File: src/rtl/rf_pkg.sv
// Shared types and helpers for the multi-ported register file.
package rf_pkg;

   // Bulk-clear sequencer states.
   typedef enum logic {
      CLR_IDLE = 1'b0,
      CLR_RUN  = 1'b1
   } rf_clr_state_e;

   // Number of registers addressed by an aw-bit address.
   function automatic int rf_nr(input int aw_v);
      return 1 << aw_v;
   endfunction

endpackage

File: src/rtl/rf_mp_if.sv
// Bus bundle for rf_mp: read/write ports plus the bulk-clear handshake.
//
// Clear handshake: clr_req is a one-cycle request sampled at the rising
// edge while busy is low. It is ignored while busy is high. busy stays
// high for exactly one cycle per register while the clear sequence runs,
// and writes are dropped for that whole time. clr_done pulses high for
// one cycle right after the last register has been zeroed. A clr_req in
// that clr_done cycle is accepted and starts a new clear.
interface rf_mp_if #(
   parameter int bw  = 8,
   parameter int aw  = 4,
   parameter int nrp = 2,
   parameter int nwp = 1
);
   logic [nrp-1:0][aw-1:0] ra;
   logic [nrp-1:0][bw-1:0] rdata;
   logic [nwp-1:0][aw-1:0] wa;
   logic [nwp-1:0][bw-1:0] wdata;
   logic [nwp-1:0]         we;
   logic                   clr_req;
   logic                   busy;
   logic                   clr_done;

   modport master (
      output ra, wa, wdata, we, clr_req,
      input  rdata, busy, clr_done
   );

   modport slave (
      input  ra, wa, wdata, we, clr_req,
      output rdata, busy, clr_done
   );
endinterface

File: src/rtl/rf_clr_seq.sv
// Bulk-clear sequencer: walks every register address once, one per cycle.
module rf_clr_seq
   import rf_pkg::*;
#(
   parameter int aw = 4
) (
   input  logic          clk,
   input  logic          rst,
   input  logic          clr_req,
   output logic          busy,
   output logic          clr_done,
   output logic          clr_we,
   output logic [aw-1:0] clr_addr
);

   rf_clr_state_e state;
   logic [aw-1:0] cnt;

   // Clear FSM: accept a request when idle, then zero one address per edge.
   always_ff @(posedge clk or negedge rst) begin
      if (!rst) begin
         state    <= CLR_IDLE;
         cnt      <= '0;
         clr_done <= 1'b0;
      end else begin
         clr_done <= 1'b0;
         case (state)
            CLR_IDLE: begin
               if (clr_req) begin
                  state <= CLR_RUN;
                  cnt   <= '0;
               end
            end
            CLR_RUN: begin
               // cnt wraps back to zero on the final step by itself.
               cnt <= cnt + 1'b1;
               if (cnt == {aw{1'b1}}) begin
                  state    <= CLR_IDLE;
                  clr_done <= 1'b1;
               end
            end
            default: state <= CLR_IDLE;
         endcase
      end
   end

   assign busy     = (state == CLR_RUN);
   assign clr_we   = busy;
   assign clr_addr = cnt;

endmodule

File: src/rtl/rf_mp.sv
// Multi-ported register file with optional hardwired R0, write-to-read
// bypass and a sequenced bulk-clear engine.
module rf_mp
   import rf_pkg::*;
#(
   parameter int bw      = 8,
   parameter int aw      = 4,
   parameter int nrp     = 2,
   parameter int nwp     = 1,
   parameter bit zero_r0 = 1'b0,
   parameter bit bypass  = 1'b1
) (
   input  logic  clk,
   input  logic  rst,
   rf_mp_if.slave bus
);

   localparam int nr = rf_nr(aw);

   logic [bw-1:0]          regs [nr];
   logic                   busy;
   logic                   clr_done;
   logic                   clr_we;
   logic [aw-1:0]          clr_addr;
   logic [nrp-1:0][bw-1:0] rdata;

   rf_clr_seq #(.aw(aw)) u_clr_seq (
      .clk      (clk),
      .rst      (rst),
      .clr_req  (bus.clr_req),
      .busy     (busy),
      .clr_done (clr_done),
      .clr_we   (clr_we),
      .clr_addr (clr_addr)
   );

   // Storage update: clear step while busy, otherwise write ports in index
   // order so the highest-indexed port wins an address collision.
   always_ff @(posedge clk or negedge rst) begin
      if (!rst) begin
         for (int i = 0; i < nr; i++) begin
            regs[i] <= '0;
         end
      end else if (clr_we) begin
         regs[clr_addr] <= '0;
      end else begin
         for (int w = 0; w < nwp; w++) begin
            if (bus.we[w] && !(zero_r0 && (bus.wa[w] == '0))) begin
               regs[bus.wa[w]] <= bus.wdata[w];
            end
         end
      end
   end

   // Read mux: stored value, overridden by same-cycle write data when bypass
   // is enabled and idle; hardwired R0 and held reset force zero last.
   always_comb begin
      rdata = '0;
      for (int p = 0; p < nrp; p++) begin
         rdata[p] = regs[bus.ra[p]];
         if (bypass && !busy) begin
            for (int w = 0; w < nwp; w++) begin
               if (bus.we[w] && (bus.wa[w] == bus.ra[p])) begin
                  rdata[p] = bus.wdata[w];
               end
            end
         end
         if (zero_r0 && (bus.ra[p] == '0)) begin
            rdata[p] = '0;
         end
         if (!rst) begin
            rdata[p] = '0;
         end
      end
   end

   assign bus.rdata    = rdata;
   assign bus.busy     = busy;
   assign bus.clr_done = clr_done;

endmodule
File: src/flat_wrapper.sv
// flat-port wrapper written by rule: the top's interface ports become plain ports
module rf_mp_flat import rf_pkg::*;
#(
   parameter int bw      = 8,
   parameter int aw      = 4,
   parameter int nrp     = 2,
   parameter int nwp     = 1,
   parameter bit zero_r0 = 1'b0,
   parameter bit bypass  = 1'b1
)
  (clk, rst, bus_ra, bus_wa, bus_wdata, bus_we, bus_clr_req, bus_rdata, bus_busy, bus_clr_done);
  rf_mp_if #(.bw(bw), .aw(aw), .nrp(nrp), .nwp(nwp)) bus_i ();
  input  logic clk;
  input  logic rst;
  input wire logic [$bits(bus_i.ra)-1:0] bus_ra;
  input wire logic [$bits(bus_i.wa)-1:0] bus_wa;
  input wire logic [$bits(bus_i.wdata)-1:0] bus_wdata;
  input wire logic [$bits(bus_i.we)-1:0] bus_we;
  input wire logic [$bits(bus_i.clr_req)-1:0] bus_clr_req;
  output wire logic [$bits(bus_i.rdata)-1:0] bus_rdata;
  output wire logic [$bits(bus_i.busy)-1:0] bus_busy;
  output wire logic [$bits(bus_i.clr_done)-1:0] bus_clr_done;
  assign bus_i.ra = bus_ra;
  assign bus_i.wa = bus_wa;
  assign bus_i.wdata = bus_wdata;
  assign bus_i.we = bus_we;
  assign bus_i.clr_req = bus_clr_req;
  assign bus_rdata = bus_i.rdata;
  assign bus_busy = bus_i.busy;
  assign bus_clr_done = bus_i.clr_done;
  rf_mp #(.bw(bw), .aw(aw), .nrp(nrp), .nwp(nwp), .zero_r0(zero_r0), .bypass(bypass)) u_core (.clk(clk), .rst(rst), .bus(bus_i));
endmodule
File: config.mk
export PLATFORM = sky130hd
export DESIGN_NAME = rf_mp_flat
export DESIGN_NICKNAME = d
export VERILOG_FILES = /design/src/rtl/rf_pkg.sv /design/src/rtl/rf_mp_if.sv /design/src/rtl/rf_clr_seq.sv /design/src/rtl/rf_mp.sv /design/src/flat_wrapper.sv
export SDC_FILE = /design/constraint.sdc
export NUM_CORES = 1
export LEC_CHECK = 0
export CAP_MARGIN = 25
export CORE_AREA = 2 2 124 126
export DETAILED_ROUTE_END_ITERATION = 8
export DIE_AREA = 0 0 126 128
export PLACE_DENSITY = 0.83
export SLEW_MARGIN = 5
export SYNTH_ARGS = -nofsm -noshare
export SYNTH_HDL_FRONTEND = slang
export SYNTH_SLANG_ARGS = --single-unit
export TNS_END_PERCENT = 100
File: constraint.sdc
create_clock -name clk -period 1.73 [get_ports clk]
set_input_delay 0.173 -clock clk [delete_from_list [all_inputs] [get_ports clk]]
set_output_delay 0.173 -clock clk [all_outputs]
set_load 0.005 [all_outputs]
==> reports/metrics.csv <==
stage,metric,value,unit
detailed_routing,vias,7025,
final_layout,layout_common_cells,"buf_4, a22o_1, dfrtp_1",
critical_path,startpoint_type,register,
logic_synthesis,ys_ff_latch,134,
power,p_sw,4130,uW
critical_path,cp-startpoint,u_core.regs[117],
critical_path,cp_cell_sequence,buf_4 -> mux4_2 -> a22oi_2 -> nand2_1 -> a22o_1 -> buf_2,
detailed_routing,drc,0,
critical_path,reg2reg_from,u_core.u_clr_seq.busy,
timing,rsz0062_at_grt,yes,
power,p_clk_frac,0.329,
final_layout,fin_cells,991,
timing,holdWs,-21.1,ps
critical_path,slowest_delay,470,ps
power,p_leak,0.00500,uW
critical_path,ff2ff_path_depth,6,
critical_path,crit_buf_inv,2,
timing,skew,8.95,ps
detailed_routing,first_pass_iters,6,
floorplanning,die_x,126,microns
critical_path,crit_fanout,2,
power,comb_power_share,0.340,
final_layout,n_antenna_cell,0,
timing,post-route-min-period,2350,ps
final_layout,syn2layout_area_growth,44.2,%
power,power,12800,uW
final_layout,drive_gt1_frac,0.523,
clock_network,tritoncts,built,
critical_path,worst_path_dominant_cell_family,compound AO/OA/AOI/OAI gates,
logic_synthesis,yosys.area.top_type,dfrtp_1,
critical_path,cpMaxStageDelayCell,mux4_2,
floorplanning,row_count,45,
grt,grt_overflow_total,0,
final_layout,post-route-util,0.709,
timing,clock.fmax,425,MHz
critical_path,r2r_slack,-190,ps
status,violations,"hold timing, setup timing",
grt,grt_max_degree,65,
final_layout,seq_area,0.00335,sq mm
clock_network,h-tree-depth,4,
timing,worstMarginPinSlew,840,ps
power,p_int,8630,uW
logic_synthesis,synth_top_area_share,0.459,
timing,slew_violations,0,
placed_design,place_inst,908,
grt,grt_antenna_before_repair,0,
clock_network,cts.sinks,134,
logic_synthesis,ys_warn_count,0,
placed_design,dp_hpwl,17500,microns
timing,setup-violations-final,60,
clock_network,clockRootBuffer,clkbuf_16,
floorplanning,start_util,0.492,
final_layout,layout_commonest_cell,buf_4,
status,status,finished with violations,
placed_design,place_congestion,1.04,
logic_synthesis,synth_area_leaders,"dfrtp_1, mux4_2, a22o_1",
timing,slew_headroom,0.440,
clock_network,clkLatencyLatePin,440,ps
timing,hold_violations,11,
detailed_routing,ant_nets,0,
min_path,min_path_type,in2async,
final_layout,layout.nets,818,
clock_network,cts_inserted_buffers,17,
critical_path,cp.depth,6,
logic_synthesis,syn_area_per_cell,13.3,sq um
grt,grt_usage,0.354,
detailed_routing,avgViaCountPerCell,7.09,
logic_synthesis,ys_types,39,
final_layout,fillCellCount,910,
power,netSwitchingFraction,0.324,
timing,final.setup.worst_slack,-623,ps
power,power.density,1210,mW/mm^2
placed_design,port_buffers,41,
logic_synthesis,synth.yosys.seq_area_share,0.459,
detailed_routing,first_iter_violations,1003,
run,cap_violations,0,
detailed_routing,wire_per_inst,29.0,microns
logic_synthesis,syn-num-nets,577,
clock_network,max-clock-path-buffers,2,
floorplanning,dieArea,0.0161,sq mm
grt,grt_first_pass_wirelength,42500,microns
power,peakVddDrop,0.855,mV
critical_path,path_class,reg2out,
placed_design,pre_cts_slack,-852,ps
critical_path,arrival,2180,ps
critical_path,r2r-end,u_core.regs[123],
floorplanning,io_pins,42,
clock_network,cts.clk_slew.worst_paths,60,ps
floorplanning,core-area,0.0149,sq mm
logic_synthesis,syn-cell-area,0.00731,sq mm
final_layout,multi_input_area,0.00402,sq mm
critical_path,crit_required,1560,ps
detailed_routing,wirelength,28700,microns
floorplanning,die_h,128,microns
power,p_seq_frac,0.331,
timing,period_share,1.36,
grt,grt_pass1_vias,7206,
logic_synthesis,syn_inst,549,
critical_path,endpoint,bus_rdata[13],
critical_path,cp-end-kind,primary output,
-- power by group through the flow --
| stage | Combinational (uW) | Sequential (uW) | Clock (uW) |
|---|---|---|---|
| after floorplan | 1780 | 4050 | 0 |
| after global placement | 3290 | 4140 | 0 |
| after detailed placement | 3400 | 4200 | 0 |
| after CTS | 3940 | 4140 | 4160 |
| after global routing | 4540 | 4260 | 4300 |
| final | 4340 | 4230 | 4190 |
-- worst min path at each step --
| stage | from | end | slack, ps | cells after the start |
|---|---|---|---|---|
| 6_report | rst | u_core.regs[49] | -20 | 2 |
| 5_1_grt | rst | u_core.regs[55] | 50 | 2 |
| 4_1_cts | rst | u_core.regs[124] | 3 | 2 |
| 3_5_place_dp | rst | u_core.regs[24] | -3 | 1 |
| 3_3_place_gp | rst | u_core.regs[24] | -4 | 1 |
| 2_1_floorplan | rst | u_core.regs[0] | -120 | 0 |
-- stage by stage --
stage          setup TNS [ps]  area, sq um
3_5_place_dp           -65660         9160
6_report               -12890        10500
2_1_floorplan            -395         7340
4_1_cts                 -7820        10300
3_3_place_gp           -60820         9160
5_1_grt                -15430        10500
-- worst reg2reg max path: cells and delay by family (launching register included) --
family	cells	cell delay, ps
DFF	1	450
buffers and inverters	2	240
AOI/OAI and AO/OA	2	310
and+or+nand+nor	2	800
-- registers in the layout, summed over array words and instances (netlist names) --
signal,cells
u_core.regs,128
u_core.u_clr_seq.busy,1
u_core.u_clr_seq.clr_addr,4
u_core.u_clr_seq.clr_done,1
-- cell type report --
type / count / share of cell area
timing repair buffer: 275 / 0.214
sequential: 134 / 0.318
tap: 188 / 0.0223
clock buffer: 21 / 0.0446
clock inverter: 11 / 0.0185
inverter: 3 / 0.00107
multi-input combinational: 359 / 0.381
-- synthesized netlist by cell type --
master / number
a22o_1: 136
dfrtp_1: 134
mux4_2: 64
a22oi_1: 32
clkbuf_1: 27
nand2_1: 22
buf_2: 18
a21oi_1: 14
nand3_1: 10
o21ai_0: 10
xor2_1: 9
mux2i_1: 8
nor2_1: 7
nor2_2: 6
nor2b_1: 5
buf_1: 4
ha_1: 4
nand2b_1: 4
and3_1: 3
buf_6: 3
inv_1: 3
nor2_4: 3
nor3_2: 3
a21boi_1: 2
and2_1: 2
nand4bb_1: 2
nor4_1: 2
a21o_1: 1
a21oi_2: 1
and3b_1: 1
buf_4: 1
nand4b_1: 1
nor3_1: 1
nor3_4: 1
nor3b_1: 1
o31ai_1: 1
or2_2: 1
or4b_4: 1
xnor2_1: 1
-- cell families after synthesis --
| group | count (synthesis) | share of synthesized area |
|---|---|---|
| compound gates | 197 | 0.218 |
| flops | 134 | 0.459 |
| simple gates | 76 | 0.0614 |
| mux | 72 | 0.208 |
| buf+inv | 56 | 0.0354 |
| xor+xnor | 10 | 0.0120 |
| fa+ha+maj | 4 | 0.00685 |
-- per-layer routing --
layer,routed length [microns],GRT usage,vias to the layer above
li1,-,-,2704
met4,2230,0.233,0
met5,0,0,-
met1,9910,0.424,3505
met2,13300,0.556,635
met3,3250,0.109,181
-- timing repair --
item	in CTS	in global routing
resized for setup	130	35
hold buffers	1	0
buffers inserted	41	13
pin swaps	49	25
setup endpoints to repair	113	88
endpoints found under the hold margin	70	0
cloned	1	0
Power figures use the tool's default switching activity.
